--- config.mk ---
export PLATFORM = sky130hd
export DESIGN_NAME = adc_channel_sampler
export DESIGN_NICKNAME = d
export VERILOG_FILES = /design/src/rtl/adc_channel_sampler.sv
export SDC_FILE = /design/constraint.sdc
export NUM_CORES = 1
export LEC_CHECK = 0
export BUFFER_PORTS_ARGS = -buffer_cell sky130_fd_sc_hd__buf_2
export CAP_MARGIN = 20
export CORE_MARGIN = 2
export CORE_UTILIZATION = 55
export DETAILED_ROUTE_END_ITERATION = 10
export HOLD_SLACK_MARGIN = 0.1
export PLACE_DENSITY = 0.76
export SETUP_SLACK_MARGIN = 0.3
export SLEW_MARGIN = 20
export SYNTH_ARGS = -nofsm -noshare
export SYNTH_HDL_FRONTEND = slang
export SYNTH_SLANG_ARGS = --single-unit
--- constraint.sdc ---
create_clock -name clk -period 3.43 [get_ports clk]
set_clock_uncertainty 0.1 [all_clocks]
set_input_delay 0.343 -clock clk [delete_from_list [all_inputs] [get_ports clk]]
set_output_delay 0.343 -clock clk [all_outputs]
set_load 0.01 [all_outputs]
--- src/rtl/adc_channel_sampler.sv ---
// rtl/adc_channel_sampler.sv - strobe-triggered serial ADC sampler with FWFT output FIFO
//
// Purpose: on each rising edge of i640, latch ADR/SEL, wait SETTLE_CYC cycles for
// the analog mux to settle, then read DATA_W bits MSB-first from a serial ADC.
// The result {SEL, ADR, sample} is pushed into a first-word-fall-through FIFO.
//
// Ports:
//   clk, reset             system clock, synchronous active-high reset
//   i640                   word strobe; a rising edge starts one sample
//   ADR, SEL               mux address and bank select, latched at the strobe
//   adc_cs_n, adc_sclk     registered ADC chip select (active low) and serial clock
//   adc_sdo                ADC serial data, sampled while SCLK is high
//   out_data, out_valid    FIFO head word and FIFO-not-empty
//   out_ready              consumer pop
//   busy                   sampler FSM not idle
//   ovf, miss              sticky flags: word dropped on full FIFO / strobe while busy
//   clr_flags              clears ovf and miss (a simultaneous set wins)

module adc_channel_sampler #(
  parameter int SETTLE_CYC = 16,
  parameter int SCLK_DIV   = 4,
  parameter int DATA_W     = 12,
  parameter int FIFO_AW    = 3
) (
  input  logic                clk,
  input  logic                reset,
  input  logic                i640,
  input  logic [6:0]          ADR,
  input  logic                SEL,
  output logic                adc_cs_n,
  output logic                adc_sclk,
  input  logic                adc_sdo,
  output logic [8+DATA_W-1:0] out_data,
  output logic                out_valid,
  input  logic                out_ready,
  output logic                busy,
  output logic                ovf,
  output logic                miss,
  input  logic                clr_flags
);

  localparam int PERIOD   = 2 * SCLK_DIV;
  localparam int CONV_CYC = DATA_W * PERIOD;
  localparam int CNT_MAX  = (CONV_CYC > SETTLE_CYC) ? CONV_CYC : SETTLE_CYC;
  localparam int CNT_W    = $clog2(CNT_MAX + 1);
  localparam int DEPTH    = 1 << FIFO_AW;
  localparam int WORD_W   = 8 + DATA_W;

  typedef enum logic [1:0] {S_IDLE, S_SETTLE, S_CONV, S_PUSH} state_t;

  state_t             state_q, state_d;
  logic [CNT_W-1:0]   cnt_q, cnt_d;
  logic               i640_dly_q, i640_dly_d;
  logic [6:0]         adr_q, adr_d;
  logic               sel_q, sel_d;
  logic [DATA_W-1:0]  shift_q, shift_d;
  logic               cs_n_q, cs_n_d;
  logic               sclk_q, sclk_d;
  logic               ovf_q, ovf_d;
  logic               miss_q, miss_d;
  logic [WORD_W-1:0]  mem_q [DEPTH];
  logic [WORD_W-1:0]  mem_d [DEPTH];
  logic [FIFO_AW-1:0] wr_ptr_q, wr_ptr_d;
  logic [FIFO_AW-1:0] rd_ptr_q, rd_ptr_d;
  logic [FIFO_AW:0]   count_q, count_d;

  logic rise, settle_done, conv_done;
  logic fifo_full, fifo_empty, push_ok, do_push, do_pop;

  assign rise        = i640 & ~i640_dly_q;
  assign settle_done = (cnt_q == CNT_W'(SETTLE_CYC - 1));
  assign conv_done   = (cnt_q == CNT_W'(CONV_CYC - 1));
  assign fifo_full   = (count_q == (FIFO_AW+1)'(DEPTH));
  assign fifo_empty  = (count_q == '0);

  // State register
  always_ff @(posedge clk) begin
    if (reset) begin
      state_q <= S_IDLE;
      cnt_q   <= '0;
    end else begin
      state_q <= state_d;
      cnt_q   <= cnt_d;
    end
  end

  // Next-state logic; cnt counts cycles spent in SETTLE and CONV
  always_comb begin
    state_d = state_q;
    cnt_d   = cnt_q;
    case (state_q)
      S_IDLE: begin
        if (rise) begin
          state_d = S_SETTLE;
          cnt_d   = '0;
        end
      end
      S_SETTLE: begin
        if (settle_done) begin
          state_d = S_CONV;
          cnt_d   = '0;
        end else begin
          cnt_d = cnt_q + CNT_W'(1);
        end
      end
      S_CONV: begin
        if (conv_done) begin
          state_d = S_PUSH;
          cnt_d   = '0;
        end else begin
          cnt_d = cnt_q + CNT_W'(1);
        end
      end
      S_PUSH:  state_d = S_IDLE;
      default: state_d = S_IDLE;
    endcase
  end

  // Output logic. CS and SCLK are decoded from the next state/count so the
  // registered pins line up exactly with the CONV cycles: CS is low for all of
  // CONV and already high in PUSH; each bit is K cycles low then K cycles high.
  always_comb begin
    cs_n_d = (state_d != S_CONV);
    sclk_d = (state_d == S_CONV) &&
             ((cnt_d % CNT_W'(PERIOD)) >= CNT_W'(SCLK_DIV));
  end

  assign busy = (state_q != S_IDLE);

  // Datapath: strobe latch, shift register, sticky flags and FIFO
  always_comb begin
    i640_dly_d = i640;
    adr_d      = adr_q;
    sel_d      = sel_q;
    shift_d    = shift_q;
    if (state_q == S_IDLE && rise) begin
      adr_d = ADR;
      sel_d = SEL;
    end
    // First cycle with SCLK high in each bit period: sample SDO into the LSB
    if (state_q == S_CONV && (cnt_q % CNT_W'(PERIOD)) == CNT_W'(SCLK_DIV)) begin
      shift_d = {shift_q[DATA_W-2:0], adc_sdo};
    end

    // A full FIFO still accepts the word when the head is popped in the same cycle
    push_ok = !fifo_full || out_ready;
    do_push = (state_q == S_PUSH) && push_ok;
    do_pop  = out_ready && !fifo_empty;

    mem_d    = mem_q;
    wr_ptr_d = wr_ptr_q;
    rd_ptr_d = rd_ptr_q;
    count_d  = count_q;
    if (do_push) begin
      mem_d[wr_ptr_q] = {sel_q, adr_q, shift_q};
      wr_ptr_d        = wr_ptr_q + FIFO_AW'(1);
    end
    if (do_pop) begin
      rd_ptr_d = rd_ptr_q + FIFO_AW'(1);
    end
    case ({do_push, do_pop})
      2'b10:   count_d = count_q + (FIFO_AW+1)'(1);
      2'b01:   count_d = count_q - (FIFO_AW+1)'(1);
      default: count_d = count_q;
    endcase

    // Set has priority over clear
    if (state_q == S_PUSH && !push_ok) ovf_d = 1'b1;
    else if (clr_flags)                ovf_d = 1'b0;
    else                               ovf_d = ovf_q;

    if (rise && state_q != S_IDLE)     miss_d = 1'b1;
    else if (clr_flags)                miss_d = 1'b0;
    else                               miss_d = miss_q;
  end

  always_ff @(posedge clk) begin
    if (reset) begin
      i640_dly_q <= 1'b1;
      adr_q      <= '0;
      sel_q      <= 1'b0;
      shift_q    <= '0;
      cs_n_q     <= 1'b1;
      sclk_q     <= 1'b0;
      ovf_q      <= 1'b0;
      miss_q     <= 1'b0;
      wr_ptr_q   <= '0;
      rd_ptr_q   <= '0;
      count_q    <= '0;
    end else begin
      i640_dly_q <= i640_dly_d;
      adr_q      <= adr_d;
      sel_q      <= sel_d;
      shift_q    <= shift_d;
      cs_n_q     <= cs_n_d;
      sclk_q     <= sclk_d;
      ovf_q      <= ovf_d;
      miss_q     <= miss_d;
      wr_ptr_q   <= wr_ptr_d;
      rd_ptr_q   <= rd_ptr_d;
      count_q    <= count_d;
    end
  end

  // Storage needs no reset: entries are only visible once counted in
  always_ff @(posedge clk) begin
    mem_q <= mem_d;
  end

  assign adc_cs_n  = cs_n_q;
  assign adc_sclk  = sclk_q;
  assign out_data  = mem_q[rd_ptr_q];
  assign out_valid = !fifo_empty;
  assign ovf       = ovf_q;
  assign miss      = miss_q;

endmodule

==> results.yml <==
logic_synthesis:
  synth_area_leader_cell: "edfxtp_1"
  synth_edf_count: 160
  synth.top_cell.area_share_pct: 59.2
  syn_avg_cell_area_um2: 17.3
  syn_nets: 491
  ys.flop_type: "edfxtp_1"
  synth_seq_cells: 204
  yosys.cell_types.count: 53
  synth_area_um2: 8120
  synthArstFlopShare_pct: 0
  yosysSeqAreaShare_pct: 70.1
  synth_cells: 470
  yosysWarnings: 0
  synth_area_leaders: "edfxtp_1 (59%), mux4_1 (11%), dfxtp_1 (11%)"
power:
  total_power_mw: 4.88
  p_int_mw: 3.98
  power.share.combinational_pct: 1.1
  p_switching_uw: 894
  ir_drop_mv: 0.321
  p_seq_share_pct: 54.4
  swShare_pct: 18.3
  powerDensity_nw_per_um2: 522
  clkPwrFrac_pct: 44.6
  p_leak_nw: 3.18
layout:
  drive_above_1_share_pct: 22.9
  fin_nets: 553
  fillerInstances: 971
  diodes: 0
  layout_commonest_cell: "edfxtp_1"
  seq_area_um2: 5690
  multi_input_area_um2: 2310
  most-common-layout-cells: "edfxtp_1 (160), nand2_1 (50), dfxtp_1 (43), buf_2 (39), mux4_1 (34)"
  syn_to_final_growth_pct: 15.2
grt:
  grt_pass1_wl_mm: 23.2
  gr-total-overflow: 0
  grt_pass1_vias: 4419
  grt_use_total_pct: 18.8
  antenna_found_initial: 0
  grt_max_degree: 43
timing:
  worst_slew_pin_slew_ps: 871
  hold_slack_ps: 341
  grt_setup_unrepaired: "false"
  tns_ps: 0
  setup_violations: 0
  max_freq_mhz: 363
  period_minus_slack_ps: 2760
  hold_viol: 0
  period_share_pct: 80.4
  fin_ws_ps: 671
  relSlewSlack_pct: 41.6
  maxSlewViolCount: 0
detailed_routing:
  wl_per_cell_um: 20.2
  viasPerCell: 5.83
  drtAntennaViolNets: 0
  vias: 4254
  drc_errors: 0
  routed_wirelength_mm: 14.7
  first_iter_violations: 320
  drt_first_pass_iters: 4
floorplanning:
  start_util_pct: 56.0
  ioPinCount: 40
  placeableCoreArea_um2: 14500
  fp.dieArea_um2: 15700
  std_cell_rows: 44
  die_w_um: 125
  die_h_um: 125
worst_setup_path:
  path_class: "flop to flop"
  crit_fanout: 9
  crit_path_end_kind: "flop"
  crit_family: "simple AND/OR/NAND/NOR gates"
  critical_path.slowest_cell: "or3_4"
  critPathLaunchType: "flop"
  crit_buf_inv: 0
  cp-startpoint: "count_q[0]$_SDFFE_PP0P_"
  cp.arrival_ps: 3050
  cp.required_ps: 3720
  r2r_start: "count_q[0]$_SDFFE_PP0P_"
  cp_cell_sequence: "or3_4, o21ai_4, ha_1, xor2_1, ha_1, a21oi_1, xor2_1, or3_1, a21oi_1"
  slowest_delay_ps: 430
clock_tree:
  cts_root_buf: "clkbuf_16"
  clkTransAtPathRegs_ps: 60
  cts_buffers: 20
  cts_htree_levels: 1
  clk_latency_ps: 470
  cts_buffer_depth: 3
  clock_sinks: 204
  cts_tree: "yes"
  post_cts_resized: 0
placement:
  port_buffers: 39
  place.gp.congestion: 0.766
  preCtsSetupSlack_ps: 719
  dp_hpwl_mm: 8.18
min_path:
  min_from: "reset"
  hp-class: "input port to flop"
run_status:
  status: "finished clean"
job:
  max-cap-violations: 0
[sequential cells by signal (all words and copies together) (netlist names), named ones only]
name,count
wr_ptr_q,3
ovf,1
i640_dly_q,1
state_q,2
sel_q,1
count_q,4
rd_ptr_q,3
miss,1
adc_sclk,1
mem_q,160
cnt_q,5
shift_q,12
adr_q,7
adc_cs_n,1
[worst paths after layout]
kind	to	slack, ps	cells after the start
setup / recovery	count_q[2]$_SDFFE_PP0P_	670	9
hold / removal	cnt_q[2]$_SDFF_PP0_	340	2
setup reg to reg	count_q[2]$_SDFFE_PP0P_	670	9
hold reg to reg	ovf$_SDFFE_PP0P_	390	2
[cell usage after synthesis (all sizes together), types with 2 or more instances]
cell    count
a21oi      29
a22oi       2
buf        15
clkbuf      7
dfxtp      44
edfxtp    160
ha          7
inv         6
mux2       20
mux2i       2
mux4       40
nand2      50
nand2b      6
nand3       6
nor2       22
nor2b       2
nor3        7
nor4b       2
o21ai       7
o31ai       2
or2         2
or3         3
or4         2
xnor2       2
xor2        8
[kinds of logic (layout without fill, tap and decap cells)]
family                     Yosys count  count (layout)  share of synthesized area, %
AOI/OAI and AO/OA                   48              48                          3.61
xor gates and xnor gates            10              10                          1.08
adders and majority gates            7               7                          1.08
buffers and inverters               29             105                          2.05
DFF                                204             204                          70.1
muxes                               62              62                          15.7
and+or+nand+nor                    110             110                          6.43
[repair_timing]
| item | CTS | global route |
|---|---|---|
| hold endpoints to repair | 12 | 0 |
| buffers inserted | 0 | 0 |
| hold buffers | 12 | 0 |
[layout make-up]
class | instances | share of cell area, %
timing repair buffer | 62 | 4.53
tap | 184 | 2.46
inverter | 7 | 0.295
multi-input combinational | 237 | 24.7
clock inverter | 9 | 1.11
sequential | 204 | 60.9
clock buffer | 27 | 6.08
[worst register-to-register path, cell delays in order, from the launching register on]
cell,delay [ps]
dfxtp_1,370
or3_4,430
o21ai_4,350
ha_1,340
xor2_1,220
ha_1,180
a21oi_1,60
xor2_1,180
or3_1,320
a21oi_1,150
[power by group through the flow]
stage	Combinational, mW	Sequential (mW)	Clock [mW]
global route	0.0578	2.65	2.30
detailed placement	0.0416	2.70	0
finish	0.0528	2.65	2.17
floorplan	0.0249	2.70	0
global placement	0.0404	2.70	0
CTS	0.0523	2.65	2.22
[per-stage QoR]
| stage | instance area (um^2) | instances | utilization (%) |
|---|---|---|---|
| final | 9350 | 730 | 64.5 |
| after floorplan | 8120 | 470 | - |
| after CTS | 9350 | 730 | 64.5 |
| after detailed placement | 8550 | 682 | 59.1 |
| after global placement | 8550 | 682 | 59.1 |
| after global routing | 9350 | 730 | 64.5 |
[routing by layer]
| metal | part of all wire (%) | wire, um | global-route usage (%) |
|---|---|---|---|
| met2 | 51 | 7520 | 33.5 |
| met1 | 43 | 6410 | 25.0 |
| met5 | 0 | 0 | 0 |
| met4 | 1.3 | 187 | 4.18 |
| met3 | 4.3 | 628 | 2.44 |
(Power assumes the default switching activity.)
